==> config.mk <==
export PLATFORM = sky130hd
export DESIGN_NAME = multicycle_ctrl_flat
export DESIGN_NICKNAME = d
export VERILOG_FILES = /design/src/rtl/multicycle_ctrl_if.sv /design/src/rtl/multicycle_ctrl.sv /design/src/flat_wrapper.sv
export SDC_FILE = /design/constraint.sdc
export NUM_CORES = 1
export LEC_CHECK = 0
export ABC_AREA = 1
export CAP_MARGIN = 15
export CORE_ASPECT_RATIO = 1.25
export CORE_MARGIN = 1.5
export CORE_UTILIZATION = 35
export DETAILED_ROUTE_END_ITERATION = 12
export GPL_TIMING_DRIVEN = 0
export MAX_ROUTING_LAYER = met4
export PLACE_DENSITY = 0.83
export SLEW_MARGIN = 25
export SYNTH_ARGS = -nofsm -noshare
export SYNTH_HDL_FRONTEND = slang
export SYNTH_SLANG_ARGS = --single-unit
==> constraint.sdc <==
create_clock -name clk -period 1.49 [get_ports clk]
set_clock_uncertainty 0.2 [all_clocks]
set_input_delay 0.149 -clock clk [delete_from_list [all_inputs] [get_ports clk]]
set_output_delay 0.149 -clock clk [all_outputs]
set_load 0.05 [all_outputs]
==> src/rtl/multicycle_ctrl_if.sv <==
// Control/status bundle between the multicycle controller (master) and its datapath (slave).
interface multicycle_ctrl_if;
    logic [31:0] instruction;
    logic        zero;
    logic        mem_ready;
    logic        pc_write;
    logic        ir_write;
    logic        reg_write;
    logic        mem_read;
    logic        mem_write;
    logic        mem_to_reg;
    logic        alu_src_a;
    logic [1:0]  alu_src_b;
    logic [1:0]  alu_op;
    logic        pc_src;
    logic [2:0]  state;
    logic        illegal;
    logic        retire;

    modport master (
        input  instruction, zero, mem_ready,
        output pc_write, ir_write, reg_write, mem_read, mem_write, mem_to_reg,
               alu_src_a, alu_src_b, alu_op, pc_src, state, illegal, retire
    );

    modport slave (
        output instruction, zero, mem_ready,
        input  pc_write, ir_write, reg_write, mem_read, mem_write, mem_to_reg,
               alu_src_a, alu_src_b, alu_op, pc_src, state, illegal, retire
    );
endinterface

==> src/rtl/multicycle_ctrl.sv <==
// Multicycle RV32-subset control FSM: FETCH/DECODE/EXEC/MEM/WB with a sticky TRAP state.
// Outputs are registered from the next state, so none of them follows mem_ready combinationally.
module multicycle_ctrl (
    input logic               clk,
    input logic               rst,
    multicycle_ctrl_if.master bus
);
    typedef enum logic [2:0] {
        FETCH  = 3'd0,
        DECODE = 3'd1,
        EXEC   = 3'd2,
        MEM    = 3'd3,
        WB     = 3'd4,
        TRAP   = 3'd7
    } state_t;

    typedef enum logic [2:0] {
        CL_R, CL_I, CL_LOAD, CL_STORE, CL_BRANCH, CL_JAL
    } class_t;

    typedef struct packed {
        logic       pc_write;
        logic       ir_write;
        logic       reg_write;
        logic       mem_read;
        logic       mem_write;
        logic       mem_to_reg;
        logic       alu_src_a;
        logic [1:0] alu_src_b;
        logic [1:0] alu_op;
        logic       pc_src;
        logic       illegal;
        logic       retire;
    } ctl_t;

    state_t state, state_n;
    class_t cls, cls_n, opcode_cls;
    logic   is_bne, is_bne_n;
    logic   opcode_ok;
    logic   br_taken;
    ctl_t   ctl_q, ctl_n;
    logic   unused_insn_bits;

    assign unused_insn_bits = ^bus.instruction[31:15];

    always_comb begin
        opcode_ok  = 1'b1;
        opcode_cls = CL_R;
        case (bus.instruction[6:0])
            7'b0110011: opcode_cls = CL_R;
            7'b0010011: opcode_cls = CL_I;
            7'b0000011: opcode_cls = CL_LOAD;
            7'b0100011: opcode_cls = CL_STORE;
            7'b1100011: opcode_cls = CL_BRANCH;
            7'b1101111: opcode_cls = CL_JAL;
            default:    opcode_ok  = 1'b0;
        endcase
    end

    always_comb begin
        state_n  = state;
        cls_n    = cls;
        is_bne_n = is_bne;
        case (state)
            FETCH: begin
                if (bus.mem_ready) state_n = DECODE;
            end
            DECODE: begin
                cls_n    = opcode_cls;
                is_bne_n = bus.instruction[12];
                if (!opcode_ok ||
                    (opcode_cls == CL_BRANCH && bus.instruction[14:13] != 2'b00))
                    state_n = TRAP;
                else
                    state_n = EXEC;
            end
            EXEC: begin
                case (cls)
                    CL_LOAD, CL_STORE: state_n = MEM;
                    CL_BRANCH:         state_n = FETCH;
                    default:           state_n = WB;
                endcase
            end
            MEM: begin
                if (bus.mem_ready) begin
                    if (cls == CL_LOAD) state_n = WB;
                    else                state_n = FETCH;
                end
            end
            WB:      state_n = FETCH;
            default: state_n = TRAP;
        endcase
    end

    // A store completes on the MEM->FETCH edge, so its retire pulse lands in the following FETCH cycle.
    always_comb begin
        ctl_n = '0;
        case (state_n)
            FETCH: begin
                ctl_n.mem_read  = 1'b1;
                ctl_n.alu_src_b = 2'd2;
                ctl_n.retire    = (state == MEM);
            end
            DECODE: begin
                ctl_n.ir_write = 1'b1;
                ctl_n.pc_write = 1'b1;
            end
            EXEC: begin
                ctl_n.alu_src_a = 1'b1;
                case (cls_n)
                    CL_R: begin
                        ctl_n.alu_op    = 2'd2;
                        ctl_n.alu_src_b = 2'd0;
                    end
                    CL_I: begin
                        ctl_n.alu_op    = 2'd2;
                        ctl_n.alu_src_b = 2'd1;
                    end
                    CL_BRANCH: begin
                        ctl_n.alu_op    = 2'd1;
                        ctl_n.alu_src_b = 2'd0;
                        ctl_n.retire    = 1'b1;
                    end
                    CL_JAL: begin
                        ctl_n.alu_src_a = 1'b0;
                        ctl_n.alu_src_b = 2'd1;
                        ctl_n.pc_write  = 1'b1;
                        ctl_n.pc_src    = 1'b1;
                    end
                    default: begin
                        ctl_n.alu_op    = 2'd0;
                        ctl_n.alu_src_b = 2'd1;
                    end
                endcase
            end
            MEM: begin
                ctl_n.alu_src_a = 1'b1;
                ctl_n.alu_src_b = 2'd1;
                ctl_n.mem_read  = (cls_n == CL_LOAD);
                ctl_n.mem_write = (cls_n == CL_STORE);
            end
            WB: begin
                ctl_n.reg_write  = (bus.instruction[11:7] != 5'd0);
                ctl_n.mem_to_reg = (cls_n == CL_LOAD);
                ctl_n.retire     = 1'b1;
            end
            default: ctl_n.illegal = 1'b1;
        endcase
    end

    always_ff @(posedge clk) begin
        if (rst) begin
            state           <= FETCH;
            cls             <= CL_R;
            is_bne          <= 1'b0;
            ctl_q           <= '0;
            ctl_q.mem_read  <= 1'b1;
            ctl_q.alu_src_b <= 2'd2;
        end else begin
            state  <= state_n;
            cls    <= cls_n;
            is_bne <= is_bne_n;
            ctl_q  <= ctl_n;
        end
    end

    // The zero flag is only valid during EXEC, so the branch redirect is resolved in that same cycle.
    assign br_taken = (state == EXEC) && (cls == CL_BRANCH) && (bus.zero != is_bne);

    assign bus.pc_write   = ctl_q.pc_write | br_taken;
    assign bus.pc_src     = ctl_q.pc_src | br_taken;
    assign bus.ir_write   = ctl_q.ir_write;
    assign bus.reg_write  = ctl_q.reg_write;
    assign bus.mem_read   = ctl_q.mem_read;
    assign bus.mem_write  = ctl_q.mem_write;
    assign bus.mem_to_reg = ctl_q.mem_to_reg;
    assign bus.alu_src_a  = ctl_q.alu_src_a;
    assign bus.alu_src_b  = ctl_q.alu_src_b;
    assign bus.alu_op     = ctl_q.alu_op;
    assign bus.illegal    = ctl_q.illegal;
    assign bus.retire     = ctl_q.retire;
    assign bus.state      = state;
endmodule

==> src/flat_wrapper.sv <==
// flat-port wrapper written by rule: the top's interface ports become plain ports
module multicycle_ctrl_flat 
  (clk, rst, bus_instruction, bus_zero, bus_mem_ready, bus_pc_write, bus_ir_write, bus_reg_write, bus_mem_read, bus_mem_write, bus_mem_to_reg, bus_alu_src_a, bus_alu_src_b, bus_alu_op, bus_pc_src, bus_state, bus_illegal, bus_retire);
  multicycle_ctrl_if bus_i ();
  input logic clk;
  input logic rst;
  input wire logic [$bits(bus_i.instruction)-1:0] bus_instruction;
  input wire logic [$bits(bus_i.zero)-1:0] bus_zero;
  input wire logic [$bits(bus_i.mem_ready)-1:0] bus_mem_ready;
  output wire logic [$bits(bus_i.pc_write)-1:0] bus_pc_write;
  output wire logic [$bits(bus_i.ir_write)-1:0] bus_ir_write;
  output wire logic [$bits(bus_i.reg_write)-1:0] bus_reg_write;
  output wire logic [$bits(bus_i.mem_read)-1:0] bus_mem_read;
  output wire logic [$bits(bus_i.mem_write)-1:0] bus_mem_write;
  output wire logic [$bits(bus_i.mem_to_reg)-1:0] bus_mem_to_reg;
  output wire logic [$bits(bus_i.alu_src_a)-1:0] bus_alu_src_a;
  output wire logic [$bits(bus_i.alu_src_b)-1:0] bus_alu_src_b;
  output wire logic [$bits(bus_i.alu_op)-1:0] bus_alu_op;
  output wire logic [$bits(bus_i.pc_src)-1:0] bus_pc_src;
  output wire logic [$bits(bus_i.state)-1:0] bus_state;
  output wire logic [$bits(bus_i.illegal)-1:0] bus_illegal;
  output wire logic [$bits(bus_i.retire)-1:0] bus_retire;
  assign bus_i.instruction = bus_instruction;
  assign bus_i.zero = bus_zero;
  assign bus_i.mem_ready = bus_mem_ready;
  assign bus_pc_write = bus_i.pc_write;
  assign bus_ir_write = bus_i.ir_write;
  assign bus_reg_write = bus_i.reg_write;
  assign bus_mem_read = bus_i.mem_read;
  assign bus_mem_write = bus_i.mem_write;
  assign bus_mem_to_reg = bus_i.mem_to_reg;
  assign bus_alu_src_a = bus_i.alu_src_a;
  assign bus_alu_src_b = bus_i.alu_src_b;
  assign bus_alu_op = bus_i.alu_op;
  assign bus_pc_src = bus_i.pc_src;
  assign bus_state = bus_i.state;
  assign bus_illegal = bus_i.illegal;
  assign bus_retire = bus_i.retire;
  multicycle_ctrl u_core (.clk(clk), .rst(rst), .bus(bus_i));
endmodule
# Yosys cells after proc, flatten, opt, wreduce, memory -nomap -nowiden
# Index checks and enable logic that the tools add are counted.
# Widths: inputs -> output; s select.
# classes
eq_ne,24
n_mux,21
n_bitwise,5
n_reduce_logical,18
# op_table
operator,n
$pmux 3 s5,2
$eq 3x2->1 const B,8
$eq 3x3->1 const B,6
$mux 3,5
$eq 7x6->1 const B,2
$eq 7x7->1 const B,2
$reduce_or 2->1,6
$eq 3x1->1 const B,3
$logic_not 3->1,3
$eq 7x2->1 const B,1
$eq 7x5->1 const B,1
$mux 1,7
$pmux 1 s2,3
$pmux 2 s3,1
$pmux 3 s2,1
$reduce_or 6->1,1
$reduce_bool 5->1,1
$reduce_or 5->1,1
$pmux 2 s2,1
$logic_and 1x1->1,3
$not 1->1,3
$pmux 1 s3,1
$or 1x1->1,2
$reduce_bool 2->1,1
3 further kinds,3
# word_totals
ff_bits,21
inputBits,36
output_inout_bits,17
wordCells,83

# Logic depth before layout (Yosys ltp)
# depth
word_depth,10
depth_mapped,12
mapped_depth_nobuf,12

# Least setup slack after synthesis
# OpenSTA, ideal clock, no wires.
# synth_path
path_type,register to register
start,reg u_core.state[2] (netlist: u_core.bus.state[2])
end,reg u_core.ctl_q (netlist bit u_core.bus.retire)
setup_time_ns,0.066
arrival_time_ns,1.742
required_time_ns,1.224
slack_ns,-0.518
stages_incl_launch_ff,11
n_path_buf,0
period_less_slack_ns,2.008
path_cell_list,dfxtp_1 inv_1 nand2_2 nor2_1 nand2_1 nand2_1 a21oi_2 inv_1 nor2_2 nand2_1 a21oi_2
# synth_via
elab_chain_cells,5
word_cells_on_any_way,15
classes_between,eq/ne (7); mux (6); reduce/logical (2)
# synth_lines
item,line,source
from (decl),multicycle_ctrl.sv:36,"state_t state, state_n;"
from (signal assigned),multicycle_ctrl.sv:160,state <= state_n;
$eq 3x1->1,multicycle_ctrl.sv:64,case (state)
$mux 3,multicycle_ctrl.sv:64,
$eq 3x3->1,multicycle_ctrl.sv:110,case (cls_n)
$mux 1,multicycle_ctrl.sv:110,
$pmux 1 s3 *,multicycle_ctrl.sv:98,case (state_n)
to (signal assigned),multicycle_ctrl.sv:163,ctl_q <= ctl_n;
to (decl),multicycle_ctrl.sv:41,"ctl_t ctl_q, ctl_n;"
# Mark *: on every way between the ends. The rest lies on a longest branch, timed or not.
# A chain may end at the register's enable or synchronous reset.

# Worst setup path in the final report
# layout_path
start,reg u_core.state[2] (netlist: u_core.bus.state[2])
end,reg u_core.ctl_q[13] in the netlist's numbering
# layout_via
elab_chain_cells,5
word_cells_on_any_way,14
classes_between,eq/ne (7); mux (6); reduce/logical (1)
# layout_lines
item,line
$eq 3x1->1,multicycle_ctrl.sv:64
$mux 3,multicycle_ctrl.sv:64
$eq 3x3->1,multicycle_ctrl.sv:110
$mux 1,multicycle_ctrl.sv:110
$pmux 1 s2 *,multicycle_ctrl.sv:98
# Marked as above.

==> flow_metrics.py <==
metrics = {
    "finish": {
        "antenna_cells": 0,
        "reg_top3": "u_core.bus.state x3, u_core.cls x3",
        "area_delta_synth_final_pct": 69.0,
        "multiInputGateArea_um2": 636,
        "drive_gt1_share_pct": 48.1,
        "seq_area_um2": 434,
        "nets": 247,
        "fill_cells": 215,
    },
    "outcome": {
        "violations": "negative setup slack",
        "status": "finished, violations left",
    },
    "synthesis": {
        "synth_xor_area_share_pct": 0.847,
        "synth_cells": 151,
        "synth_top_family_by_area": "simple AND/OR/NAND/NOR gates",
        "ys_warn_count": 0,
        "muxShareOfSynthArea_pct": 0,
        "avgSynthCellArea_um2": 6.84,
        "syn-num-nets": 187,
        "synth_compound_area_share_pct": 8.72,
        "synth_seq_cells": 21,
        "ys_types": 22,
        "synthAdderAreaFrac_pct": 0,
        "syn_area_um2": 1030,
        "synth-simple-area-share_pct": 38.1,
        "ys_seq_area_share_pct": 40.7,
    },
    "cts": {
        "root_buffer": "clkbuf_4",
        "numCtsBuffers": 3,
        "clk_pin_slew_ps": 110,
        "clock_path_buffers": 2,
        "cts.sinks": 21,
        "cts-htree-levels": 1,
        "cts_tree": "built",
        "clk_latency_ps": 300,
    },
    "placement": {
        "portBuffers": 35,
        "gp_congestion": 0.903,
        "place_hpwl_mm": 1.74,
    },
    "route": {
        "drt_wl_total_mm": 2.82,
        "top_layer_used": "met4",
        "wl_met3_um": 116,
        "dr.pass1.iters": 4,
        "drtAntennaViolNets": 0,
        "vias": 1105,
        "drc": 0,
        "met1_length_mm": 1.10,
        "via_per_inst": 4.53,
        "wl_met2_mm": 1.55,
        "drtIter0Drc": 24,
        "wl_per_cell_um": 11.6,
    },
    "setup_path": {
        "required_ps": 1530,
        "start_kind": "flop",
        "critPathCaptureType": "flop",
        "crit_type": "reg2reg",
        "cp_top_family": "simple AND/OR/NAND/NOR gates",
        "worst-path-buf-inv": 2,
        "critPathArrivalTime_ps": 1730,
        "cpPeakStageDelay_ps": 400,
        "path_max_fanout": 5,
        "cp_common_cell": "nand2_2",
        "path_cells": "inv_4 -> nand2_4 -> inv_1 -> nand2_1 -> o21ai_1 -> a21oi_2 -> nand2_2 -> nor2_4 -> nand2_2 -> o21bai_1",
        "slowest_stage": "dfxtp_4",
    },
    "floorplan": {
        "num_rows": 21,
        "die-area_um2": 3290,
        "core_um2": 2730,
        "fp.dieH_um": 63.8,
        "io_pins": 53,
        "start_util_pct": 37.8,
        "die_w_um": 51.6,
    },
    "hold_path": {
        "hold_class": "in2reg",
    },
    "global_route": {
        "antenna_found_initial": 0,
        "grt_pass1_wl_mm": 4.16,
        "grt_max_degree": 13,
        "grt_pass1_vias": 1056,
        "grt_usage_pct": 17.0,
        "grt.overflow.total": 0,
    },
    "power_and_ir_drop": {
        "powerDensity_nw_per_um2": 2240,
        "p_leak_nw": 0.811,
        "vdd_drop_max_mv": 1.54,
        "p_sw_share_pct": 50.1,
        "pwr-share-comb_pct": 69.7,
        "p_total_mw": 3.91,
        "clkPwrFrac_pct": 6.9,
        "p_int_mw": 1.95,
        "seqPwrFrac_pct": 23.4,
        "p_sw_mw": 1.96,
    },
    "timing": {
        "max_slew_margin_pct": 81.2,
        "min_period_ps": 1690,
        "post-route-period-util_pct": 113,
        "tns_ps": -2080,
        "setup_viol": 15,
        "worst_slew_pin_slew_ps": 283,
        "maxSlewViolCount": 0,
        "fmax_mhz": 592,
        "finalHoldViolCount": 0,
        "rsz0062_at_grt": "yes",
        "setup_slack_ps": -199,
    },
    "flow_run": {
        "max-cap-violations": 0,
    },
}
==> placed cells by master (no fill, tap or decap), types with 4 or more instances in the layout <==
master,n
buf_4,22
nor2_1,19
nand2_1,19
inv_1,16
dfxtp_1,16
clkdlybuf4s50_1,15
nand2_2,14
nand3_1,11
clkbuf_2,9
nor2_4,6
nor2_2,6
inv_2,5
clkdlybuf4s15_2,5
nand3_2,4
==> Yosys cell counts (all sizes together) <==
cell type,number,area share (%)
nand3,15,7.7
nand2,36,14
nor3,4,3.5
and3,1,0.61
xor2,1,0.85
inv,24,8.7
nor2,31,12
buf,4,2.9
o21bai,1,0.73
a21oi,7,4.5
dfxtp,21,41
o21ai,5,2.8
o211ai,1,0.73
==> through the flow <==
step	util, %	area, um^2	cells	hold slack [ps]	worst slack (ps)
final	63.9	1750	244	232	-199
after floorplan	-	1050	151	11.4	-150
after global placement	52.9	1450	220	313	-700
after CTS	60.3	1650	238	196	-199
after detailed placement	52.9	1450	220	336	-701
after global routing	63.9	1750	244	257	-314
==> cell families (layout without fill, tap and decap cells) <==
family | count (synthesis) | count (layout)
flops | 21 | 21
simple gates | 87 | 87
compound gates | 14 | 14
buf+inv | 28 | 87
xor+xnor | 1 | 1
==> per-layer routing <==
metal	vias up	track usage, %
met5	-	-
met4	0	5.92
met3	6	2.34
met2	28	31.4
met1	490	18.0
li1	581	-
==> power by group through the flow <==
stage               clock network (mW)  logic, mW  registers (mW)
floorplan                            0       1.00            1.24
global placement                     0       1.85           0.882
detailed placement                   0       1.86           0.889
CTS                              0.275       2.23           0.893
global route                     0.305       2.91           0.935
finish                           0.270       2.73           0.915
==> worst min-delay path: stages <==
cell and delay, ps:
clkdlybuf4s50_1 400, nor2_1 100, nor2_1 50
==> path summary, 6_finish.rpt <==
path	depth (start not counted)	startpoint	to	slack, ps
worst max-delay path	10	u_core.bus.state[2]	u_core.ctl_q[13]	-200
worst min-delay path	3	bus_instruction[12]	u_core.is_bne	230
worst max register to register	10	u_core.bus.state[2]	u_core.ctl_q[13]	-200
worst min register to register	2	u_core.is_bne	u_core.is_bne	370
==> final cells by class <==
| type | count | share of cell area (%) |
|---|---|---|
| tap | 34 | 2.44 |
| sequential | 21 | 24.9 |
| multi-input combinational | 102 | 36.4 |
| buffer | 4 | 1.72 |
| timing repair buffer | 55 | 27.4 |
| clock inverter | 1 | 0.287 |
| clock buffer | 3 | 1.29 |
| inverter | 24 | 5.59 |
==> timing repair <==
action                                  in CTS  in global routing
setup buffers                               14                  6
endpoints found under the setup margin      32                 29
endpoints found under the hold margin        0                  0
pin swaps                                   12                 19
hold buffers                                 0                  0
resized for setup                           70                 44
gates cloned                                 0                  0
(Power assumes the default switching activity.)
